$ cat src/rtl/wb_pkg.sv
// Shared types for the writeback stage: source select, load size and FSM state.
package wb_pkg;

    typedef enum logic [1:0] {
        ALU = 2'd0,
        MEM = 2'd1,
        PC4 = 2'd2,
        IMM = 2'd3
    } wb_sel_e;

    typedef enum logic [1:0] {
        B = 2'd0,
        H = 2'd1,
        W = 2'd2
    } ld_size_e;

    typedef enum logic [1:0] {
        IDLE     = 2'd0,
        WAIT_MEM = 2'd1,
        WRITE    = 2'd2
    } wb_state_e;

endpackage

$ cat src/rtl/wb_load_align.sv
// Load formatter: picks the byte/half lane from the raw load word and extends it to XLEN.
module wb_load_align
    import wb_pkg::*;
#(
    parameter int XLEN = 32
) (
    input  logic [XLEN-1:0] mem_rdata,
    input  logic [1:0]      ld_size,
    input  logic            ld_unsigned,
    input  logic [1:0]      addr_lo,
    output logic [XLEN-1:0] ld_value
);

    logic [31:0] word_v;
    logic [15:0] half_v;
    logic [7:0]  byte_v;

    always_comb begin
        word_v = mem_rdata[31:0];
        case (addr_lo)
            2'd0:    byte_v = word_v[7:0];
            2'd1:    byte_v = word_v[15:8];
            2'd2:    byte_v = word_v[23:16];
            default: byte_v = word_v[31:24];
        endcase
        half_v = addr_lo[1] ? word_v[31:16] : word_v[15:0];

        // Size casts of signed operands sign-extend; word loads extend from bit 31 on RV64.
        case (ld_size_e'(ld_size))
            B:       ld_value = ld_unsigned ? XLEN'(byte_v) : XLEN'($signed(byte_v));
            H:       ld_value = ld_unsigned ? XLEN'(half_v) : XLEN'($signed(half_v));
            default: ld_value = ld_unsigned ? XLEN'(word_v) : XLEN'($signed(word_v));
        endcase
    end

endmodule

$ cat src/rtl/wb_stage.sv
// Writeback stage: four-source select, variable-latency load wait, registered RF write port.
// Optional bypass/hazard outputs are enabled by defining WB_FWD_EN.
module wb_stage
    import wb_pkg::*;
#(
    parameter int XLEN   = 32,
    parameter int REG_AW = 5
) (
    input  logic              clk,
    input  logic              rst,
    input  logic              in_valid,
    output logic              in_ready,
    input  logic [1:0]        in_wb_sel,
    input  logic              in_reg_write,
    input  logic [REG_AW-1:0] in_rd,
    input  logic [XLEN-1:0]   in_alu_result,
    input  logic [XLEN-1:0]   in_pc_plus4,
    input  logic [XLEN-1:0]   in_imm,
    input  logic [1:0]        in_ld_size,
    input  logic              in_ld_unsigned,
    input  logic [1:0]        in_addr_lo,
    input  logic              mem_rvalid,
    input  logic [XLEN-1:0]   mem_rdata,
    output logic              rf_we,
    output logic [REG_AW-1:0] rf_waddr,
    output logic [XLEN-1:0]   rf_wdata,
    output logic              busy
`ifdef WB_FWD_EN
    ,
    output logic              fwd_valid,
    output logic [REG_AW-1:0] fwd_rd,
    output logic [XLEN-1:0]   fwd_data,
    output logic              fwd_pending
`endif
);

    wb_state_e         state_q, state_d;
    logic              reg_write_q, reg_write_d;
    logic [REG_AW-1:0] rd_q, rd_d;
    logic [1:0]        ld_size_q, ld_size_d;
    logic              ld_unsigned_q, ld_unsigned_d;
    logic [1:0]        addr_lo_q, addr_lo_d;
    logic              rf_we_q, rf_we_d;
    logic [REG_AW-1:0] rf_waddr_q, rf_waddr_d;
    logic [XLEN-1:0]   rf_wdata_q, rf_wdata_d;

    logic [XLEN-1:0]   sel_value;
    logic [XLEN-1:0]   ld_value;
    logic              accept;

    wb_load_align #(.XLEN(XLEN)) u_align (
        .mem_rdata   (mem_rdata),
        .ld_size     (ld_size_q),
        .ld_unsigned (ld_unsigned_q),
        .addr_lo     (addr_lo_q),
        .ld_value    (ld_value)
    );

    assign in_ready = (state_q != WAIT_MEM);
    assign accept   = in_valid && in_ready;

    always_comb begin
        case (wb_sel_e'(in_wb_sel))
            ALU:     sel_value = in_alu_result;
            PC4:     sel_value = in_pc_plus4;
            IMM:     sel_value = in_imm;
            default: sel_value = '0;
        endcase
    end

    always_comb begin
        state_d       = state_q;
        reg_write_d   = reg_write_q;
        rd_d          = rd_q;
        ld_size_d     = ld_size_q;
        ld_unsigned_d = ld_unsigned_q;
        addr_lo_d     = addr_lo_q;
        rf_waddr_d    = rf_waddr_q;
        rf_wdata_d    = rf_wdata_q;

        case (state_q)
            WAIT_MEM: begin
                if (mem_rvalid) begin
                    state_d    = WRITE;
                    rf_waddr_d = rd_q;
                    rf_wdata_d = ld_value;
                end
            end
            default: begin
                if (accept) begin
                    reg_write_d   = in_reg_write;
                    rd_d          = in_rd;
                    ld_size_d     = in_ld_size;
                    ld_unsigned_d = in_ld_unsigned;
                    addr_lo_d     = in_addr_lo;
                    if (wb_sel_e'(in_wb_sel) == MEM) begin
                        state_d = WAIT_MEM;
                    end else begin
                        state_d    = WRITE;
                        rf_waddr_d = in_rd;
                        rf_wdata_d = sel_value;
                    end
                end else begin
                    state_d = IDLE;
                end
            end
        endcase

        // x0 writes still occupy the WRITE cycle, they just never assert the enable.
        rf_we_d = (state_d == WRITE) && reg_write_d && (rd_d != '0);
    end

    always_ff @(posedge clk or posedge rst) begin
        if (rst) begin
            state_q       <= IDLE;
            reg_write_q   <= 1'b0;
            rd_q          <= '0;
            ld_size_q     <= 2'd0;
            ld_unsigned_q <= 1'b0;
            addr_lo_q     <= 2'd0;
            rf_we_q       <= 1'b0;
            rf_waddr_q    <= '0;
            rf_wdata_q    <= '0;
        end else begin
            state_q       <= state_d;
            reg_write_q   <= reg_write_d;
            rd_q          <= rd_d;
            ld_size_q     <= ld_size_d;
            ld_unsigned_q <= ld_unsigned_d;
            addr_lo_q     <= addr_lo_d;
            rf_we_q       <= rf_we_d;
            rf_waddr_q    <= rf_waddr_d;
            rf_wdata_q    <= rf_wdata_d;
        end
    end

    assign rf_we    = rf_we_q;
    assign rf_waddr = rf_waddr_q;
    assign rf_wdata = rf_wdata_q;
    assign busy     = (state_q != IDLE);

`ifdef WB_FWD_EN
    assign fwd_valid   = rf_we_q;
    assign fwd_rd      = rf_waddr_q;
    assign fwd_data    = rf_wdata_q;
    assign fwd_pending = (state_q == WAIT_MEM) && reg_write_q && (rd_q != '0);
`endif

endmodule

$ cat config.mk
export PLATFORM = sky130hd
export DESIGN_NAME = wb_stage
export DESIGN_NICKNAME = d
export VERILOG_FILES = /design/src/rtl/wb_pkg.sv /design/src/rtl/wb_load_align.sv /design/src/rtl/wb_stage.sv
export SDC_FILE = /design/constraint.sdc
export NUM_CORES = 1
export LEC_CHECK = 0
export ABC_CLOCK_PERIOD_IN_PS = 2000
export CORE_MARGIN = 4
export CORE_UTILIZATION = 41
export DETAILED_ROUTE_END_ITERATION = 10
export PLACE_DENSITY_LB_ADDON = 0.1
export SYNTH_ARGS = -nofsm -noshare
export SYNTH_HDL_FRONTEND = slang
export SYNTH_SLANG_ARGS = --single-unit
$ cat constraint.sdc
create_clock -name clk -period 2 [get_ports clk]
set_input_delay 0.4 -clock clk [delete_from_list [all_inputs] [get_ports clk]]
set_output_delay 0.4 -clock clk [all_outputs]
set_load 0.02 [all_outputs]
; Yosys cells after proc, flatten, opt, wreduce, memory -nomap -nowiden
; Index checks and enable logic that the tools add are counted.
[classes]
eq_ne = 11
mux = 22
n_bitwise = 1
reduce_logical = 11
[ops]
columns = operator, n
row1 = 32-bit two-way mux, 6
row2 = 32-bit one-hot mux with 3 select lines, 1
row3 = 32-bit one-hot mux with 2 select lines, 1
row4 = 5-bit two-way mux, 6
row5 = 8-bit one-hot mux with 3 select lines, 1
row6 = 16-bit two-way mux, 1
row7 = "2-bit by 1-bit equality test with 1-bit output, second input constant", 4
row8 = "2-bit equality test, second input constant", 4
row9 = 2-bit two-way mux, 4
row10 = 2-bit zero test, 3
row11 = 5-bit nonzero test, 1
row12 = "2-bit by 1-bit inequality test with 1-bit output, second input constant", 2
row13 = 2-bit nonzero test, 2
row14 = 1-bit logical AND, 3
row15 = 3-bit AND reduction, 1
row16 = 1-bit two-way mux, 2
row17 = "2-bit inequality test, second input constant", 1
row18 = 2-bit AND reduction, 1
row19 = 1-bit inverter, 1
[totals]
ff_bits = 51
inputBits = 145
out_inout_bits = 40
wordCells = 54

; Logic depth before layout (Yosys ltp)
; Gate-level depths: netlist of run 1.
[logic_depth]
ltp_word = 7
ltp_mapped = 10
depth_no_buf = 7

; Cells and area by module
; A second synthesis of run 1 with hierarchy kept.
[unflattened]
hier_cells = 432
area_unflattened_um2 = 3895.0
[modules_own_cells]
columns = mod, n_inst, cells_per_inst, area_per_inst_um2, seq_area_each_um2
row1 = wb_stage, 1, 317, 3049.2, 1276.2
row2 = wb_load_align, 1, 115, 845.8, 0.0

; Worst setup path after synthesis of run 1
; OpenSTA, ideal clock, no wires.
[synth_timing]
path_type = in2reg
start = in in_wb_sel[1]
end = reg rf_wdata_q[16], in the netlist rf_wdata[16]
setup_time_ns = 0.095
t_arrival_ns = 1.644
required_time_ns = 1.905
path_slack_ns = 0.262
stages = 9
path_buffers = 3
path_cell_list = buf_2 nand2b_1 nand3_2 and2_1 buf_6 inv_4 o211a_4 buf_6 a221oi_2
[synth_between]
elab_chain_len = 5
elab_cells_between_ends = 10
cone_classes = 4 x eq/ne / 4 x mux / 2 x reduce/logical
[synth_lines]
columns = element, line_no
row1 = start: declaration, wb_stage.sv:13  ; input logic [1:0] in_wb_sel,
row2 = 2-bit equality test / 2-bit zero test (equally long branches), wb_stage.sv:63  ; case (wb_sel_e'(in_wb_sel))
row3 = 32-bit one-hot mux with 3 select lines, wb_stage.sv:63
row4 = 32-bit two-way mux, wb_stage.sv:96  ; if (wb_sel_e'(in_wb_sel) == MEM) begin
row5 = 32-bit two-way mux, wb_stage.sv:90  ; if (accept) begin
row6 = 32-bit two-way mux, wb_stage.sv:81  ; case (state_q)
row7 = end signal: assignment, wb_stage.sv:133  ; rf_wdata_q <= rf_wdata_d;
row8 = end: declaration, wb_stage.sv:45  ; logic [XLEN-1:0] rf_wdata_q, rf_wdata_d;
; Parallel ways exist; a longest one is shown, timed or not. The select of a mux whose other input is x is not followed.
; A chain may end at the register's enable or synchronous reset.

; Final worst setup path of run 1
[layout_timing]
start = reg state_q[0]
end = out busy
[layout_between]
elab_chain_len = 1
[layout_lines]
columns = element, line_no
row1 = start: declaration, wb_stage.sv:37  ; wb_state_e state_q, state_d;
row2 = start signal: assignment, wb_stage.sv:125  ; state_q <= state_d;
row3 = 2-bit nonzero test, wb_stage.sv:140  ; assign busy = (state_q != IDLE);
row4 = end: declaration, wb_stage.sv:27  ; output logic busy
; Every way passes these cells.

==> flow_metrics.tcl, run 1 <==
set metrics [dict create \
    fmax_mhz 515 \
    die_width_um 102 \
    layout_setup_ws_ns 0.0578 \
    cts_setup_buffers 0 \
    syn2layout_area_growth_pct 59.7 \
    clock-sinks 51 \
    core_area_um2 8680 \
    yosysTopAreaCell "dfrtp_1" \
    slowest_delay_ns 0.55 \
    finalClockSkew_ns 0.00830 \
    final_util 0.667 \
    fin_crit_sh 0.971 \
    fillers 721 \
    synth.area.top_cells "dfrtp_1 35%, mux2i_1 11%, nor2_1 5.6%, o2bb2ai_1 5.6%, a22oi_1 4.8%" \
    synth_top_cell_area_share 0.352 \
    worst_pin_slew_ns 0.467 \
    grt_max_degree 52 \
    crit_slowest_cell "clkdlybuf4s50_1" \
    cts_tree "done" \
    synthCells 387 \
    vias 3917 \
    relSlewSlack 0.688 \
    yosysWarningCount 0 \
    drt-initial-drc-count 162 \
    route.antenna.remaining_nets 0 \
    rsz0062_at_grt "no" \
    dp_hpwl_mm 9.97 \
    final_cells 679 \
    finalMaxSlewViolations 0 \
    die_y_um 102 \
    grt_overflow_total 0 \
    maxCapViolCount 0 \
    clk_latency_ns 0.30 \
    cts_max_level 2 \
    grt_pass1_vias 3883 \
    io_buffer_count 184 \
    std_cell_rows 34 \
    start_util 0.418 \
    grt_pass1_wl_mm 19.4 \
    cts-root-buf "clkbuf_8" \
    ys_ff_latch 51 \
    gp_congestion 0.900 \
    io-pin-count 185 \
    antenna_found_initial 1 \
    antenna_cells 0 \
    critPathCaptureType "output port" \
    cp_max_fo 3 \
    drt-pass1-iter-count 4 \
    clk_pin_slew_ns 0.10 \
    static-leakage-power_nw 2.37 \
    dpl.cell_count 671 \
    path_class "register to output port" \
    die-area_um2 10400 \
    dp_slack_ns -0.111 \
    cts_buffers 5 \
    power.density_nw_per_um2 649 \
    drive_above_1_share 0.123 \
    cts_hold_buffers 0 \
    path_cells "or2_2 > clkdlybuf4s50_1" \
    final-setup-viol-count 0 \
    finalWirelength_mm 12.8 \
    p_total_w 0.00376 \
    ir_drop_mv 0.351 \
    synthesis.area_um2 3630 \
    hold_viol_final 0 \
    final_common_cell "clkdlybuf4s50_1" \
    fin_hold_ws_ns 0.446 \
    wl_per_cell_um 18.9 \
    hold_path.class "input port to asynchronous set/reset pin" \
    final_cell_mix "182 x clkdlybuf4s50_1, 54 x nor2_1, 51 x dfrtp_1, 40 x mux2i_1, 26 x buf_4" \
    drc 0 \
    arrival_ns 1.54 \
    status "finished, final reports clean" \
    cts_max_path_buffers 2 \
    finalNetCount 715 \
    ys_seq_area_frac 0.352 \
    syn-num-nets 532 \
    syn_avg_cell_area_um2 9.37 \
    synth.distinct_cells 38 \
    finalCriticalPeriod_ns 1.94 \
    required_ns 1.60 \
    grt_usage 0.235 \
    via_per_inst 5.77 \
    crit_path_start_kind "register" \
]
==> routing by layer <==
metal	up-vias	routed length [um]	share of wire	GRT usage
met5	-	12	0.00094	0
met4	2	270	0.021	0.0616
met3	18	1030	0.080	0.0580
met2	156	6450	0.50	0.417
met1	1885	5040	0.39	0.285
li1	1856	-	-	-
==> state kept, by name, summed over array words and instances (netlist names) <==
| register | count |
|---|---|
| rd_q | 5 |
| ld_size_q | 2 |
| addr_lo_q | 2 |
| rf_we | 1 |
| rf_wdata | 32 |
| reg_write_q | 1 |
| ld_unsigned_q | 1 |
| state_q | 2 |
| rf_waddr | 5 |
==> stage by stage <==
stage          TNS, ns  area, um2
6_report             0       5790
2_1_floorplan        0       3630
3_5_place_dp    -0.990       5710
4_1_cts              0       5790
5_1_grt              0       5790
3_3_place_gp    -0.303       5710
==> final timing paths <==
path,start,endpoint,slack [ns],cells past startpoint
max,state_q[0],busy,0.06,2
min,rst,rf_wdata[5],0.45,3
max reg2reg,addr_lo_q[0],rf_wdata[13],0.20,5
min reg2reg,reg_write_q,reg_write_q,0.52,1
max in group asynchronous,rst,rf_wdata[13],1.31,3
min in group clk,reg_write_q,reg_write_q,0.52,1
==> cell usage after synthesis <==
master     count
buf_2         14
buf_1          2
buf_6          3
o21a_1         8
a22oi_2        1
and2_1         3
o211a_4        1
o22ai_1        1
clkbuf_1      20
a21oi_1        8
a221oi_2      10
a221oi_1      13
nor2_1        54
o211ai_1       1
o221ai_1       7
nand2b_1       2
mux2i_1       40
inv_4          2
inv_1         11
nor3_1        10
mux2_2        12
nand2_1       14
a22oi_1       23
o21ai_0       10
o2bb2ai_1     23
nand4_1        1
a2bb2oi_1      9
dfrtp_1       51
nor3b_1        9
or2_2          1
nand3_2        1
nor2b_2        1
nor2b_1        1
nand3_1        3
a221o_1        9
o311a_1        1
nand3b_1       1
a31oi_1        6
==> cells by family (layout without fill, tap and decap cells) <==
family | count (synthesis) | in the layout | synth area share
mux | 52 | 52 | 0.148
flops | 51 | 51 | 0.352
compound gates | 131 | 131 | 0.306
buf+inv | 52 | 236 | 0.0663
simple gates | 101 | 101 | 0.128
==> critical path: cells and delay by family (launching register included) <==
family,cells,cell delay (ns)
buffers and inverters,1,0.55
DFF,1,0.40
and+or+nand+nor,1,0.30
==> power by group <==
| part | switching (W) | internal [W] | total, W |
|---|---|---|---|
| sequential | 0.000138 | 0.00123 | 0.00137 |
| combinational | 0.000847 | 0.000943 | 0.00179 |
| clock | 0.000360 | 0.000241 | 0.000601 |
==> cell type report <==
| cell class | instances | area (um2) | share of cell area |
|---|---|---|---|
| clock buffer | 5 | 68.8 | 0.0119 |
| clock inverter | 3 | 15.0 | 0.00259 |
| inverter | 13 | 53.8 | 0.00929 |
| multi-input combinational | 284 | 2110 | 0.364 |
| sequential | 51 | 1280 | 0.220 |
| tap | 108 | 135 | 0.0233 |
| timing repair buffer | 215 | 2130 | 0.368 |
==> repair_timing <==
item                                    CTS  global route
gates resized for setup                   1             0
endpoints found under the setup margin    1             0
hold endpoints to repair                  0             0
Power figures use the tool's default switching activity.
==> run 2: changes to the inputs <==
PLACE_DENSITY_LB_ADDON = 0.3   (was 0.1)
==> run 2 against run 1 <==
First-iteration DRC count increased by 32%. Combinational power about the same. Fmax increased by 7.6%. Clock power increased by 24%. Critical path depth increased by 3. Final area decreased by 0.82%.
==> flow_metrics.tcl, run 2 (same netlist as run 1, synthesis figures left out) <==
set metrics [dict create \
    vias 3911 \
    path_class "register to register" \
    clk_latency_ns 0.31 \
    std_cell_rows 34 \
    die-area_um2 10400 \
    final_cell_mix "181 x clkdlybuf4s50_1, 54 x nor2_1, 51 x dfrtp_1, 40 x mux2i_1" \
    cts_buffers 5 \
    antenna_cells 0 \
    power.density_nw_per_um2 678 \
    p_total_w 0.00389 \
    final_common_cell "clkdlybuf4s50_1" \
    status "finished, final reports clean" \
    final_util 0.662 \
    final-setup-viol-count 0 \
    timing.rr.start "addr_lo_q[0]" \
    start_util 0.418 \
    arrival_ns 2.00 \
    critPathCaptureType "register" \
    grt_max_degree 33 \
    drt-initial-drc-count 214 \
    grt_usage 0.245 \
    finalClockSkew_ns 0.0107 \
    crit_slowest_cell "dfrtp_1" \
    cp-startpoint "addr_lo_q[0]" \
    maxCapViolCount 0 \
    die_y_um 102 \
    worst_pin_slew_ns 0.461 \
    route.antenna.remaining_nets 0 \
    hold_path.class "input port to asynchronous set/reset pin" \
    dp_slack_ns -0.0977 \
    finalCriticalPeriod_ns 1.80 \
    drive_above_1_share 0.113 \
    hold_viol_final 0 \
    fin_crit_sh 0.902 \
    io-pin-count 185 \
    finalMaxSlewViolations 0 \
    fillers 742 \
    finalWirelength_mm 13.1 \
    ir_drop_mv 0.367 \
    path_cells "mux2_2 > a22oi_2 > buf_4 > o221ai_1 > a221o_1" \
    cts_setup_buffers 0 \
    wl_per_cell_um 19.4 \
    clock-sinks 51 \
    cts_max_level 2 \
    layout_setup_ws_ns 0.195 \
    syn2layout_area_growth_pct 58.4 \
    cp_max_fo 9 \
    gp_congestion 0.897 \
    die_width_um 102 \
    via_per_inst 5.81 \
    static-leakage-power_nw 2.35 \
    grt_pass1_vias 3952 \
    cts-root-buf "clkbuf_8" \
    cts_tree "done" \
    dp_hpwl_mm 10.3 \
    largest_reg_flops 32 \
    antenna_found_initial 0 \
    rsz0062_at_grt "no" \
    core_area_um2 8680 \
    finalNetCount 709 \
    crit_path_start_kind "register" \
    slowest_delay_ns 0.46 \
    drc 0 \
    design_area_um2 5740 \
    fmax_mhz 554 \
    required_ns 2.20 \
    postPlaceCellArea_um2 5620 \
    io_buffer_count 184 \
    grt_overflow_total 0 \
    multi_input_area_um2 2110 \
    clk_pin_slew_ns 0.09 \
    grt_pass1_wl_mm 19.9 \
    cts_max_path_buffers 2 \
    relSlewSlack 0.692 \
    ff_latch_area_um2 1280 \
    drt-pass1-iter-count 5 \
]
## run 2: worst paths after layout
| path | end | slack (ns) | depth (start not counted) |
|---|---|---|---|
| setup / recovery | rf_wdata[8] | 0.20 | 5 |
| hold / removal | rf_wdata[20] | 0.45 | 3 |
| setup reg to reg | rf_wdata[8] | 0.20 | 5 |
| hold reg to reg | reg_write_q | 0.51 | 1 |
| max in group asynchronous | rf_wdata[7] | 1.22 | 3 |
| min in group clk | reg_write_q | 0.51 | 1 |
## run 2: layer usage
metal	vias up	routed length, um	track usage
met5	-	0	0
li1	1830	-	-
met2	176	6450	0.427
met4	0	270	0.0686
met3	21	1150	0.0594
met1	1884	5200	0.302
## run 2: through the flow
step	instances	setup TNS [ns]	hold WS [ns]
after floorplan	387	0	0.471
final	673	0	0.451
after CTS	673	0	0.455
after global placement	665	-0.294	0.478
after global routing	673	0	0.477
after detailed placement	665	-0.803	0.486
## run 2: timing repair
item / CTS / global route
endpoints found under the setup margin: 1 / 1
hold buffers: 0 / 0
cloned: 0 / 0
gates resized for setup: 1 / 1
## run 2: worst max-delay path: cells and delay by family, from the launching register on
family / cells / cell delay (ns)
AO/OA/AOI/OAI: 3 / 0.66
multiplexers: 1 / 0.37
flip-flops: 1 / 0.46
buffers and inverters: 1 / 0.20
## run 2: power breakdown
part	leakage, nW	internal [W]	switching (W)
clock	0.0587	0.000380	0.000368
sequential	0.614	0.00123	0.000151
combinational	1.68	0.000922	0.000846
## run 2: area by class of cell
| cell class | instances | area share |
|---|---|---|
| Clock buffer | 5 | 0.0120 |
| Tap cell | 108 | 0.0235 |
| Timing Repair Buffer | 209 | 0.357 |
| Multi-Input combinational cell | 284 | 0.367 |
| Sequential cell | 51 | 0.222 |
| Inverter | 13 | 0.00937 |
| Clock inverter | 3 | 0.00828 |
==> run 3: changes to the inputs <==
CAP_MARGIN = 20   (was default)
SLEW_MARGIN = 20   (was default)
==> results of run 3 <==
The final DEF is identical to that of run 2; final timing and power are the same.
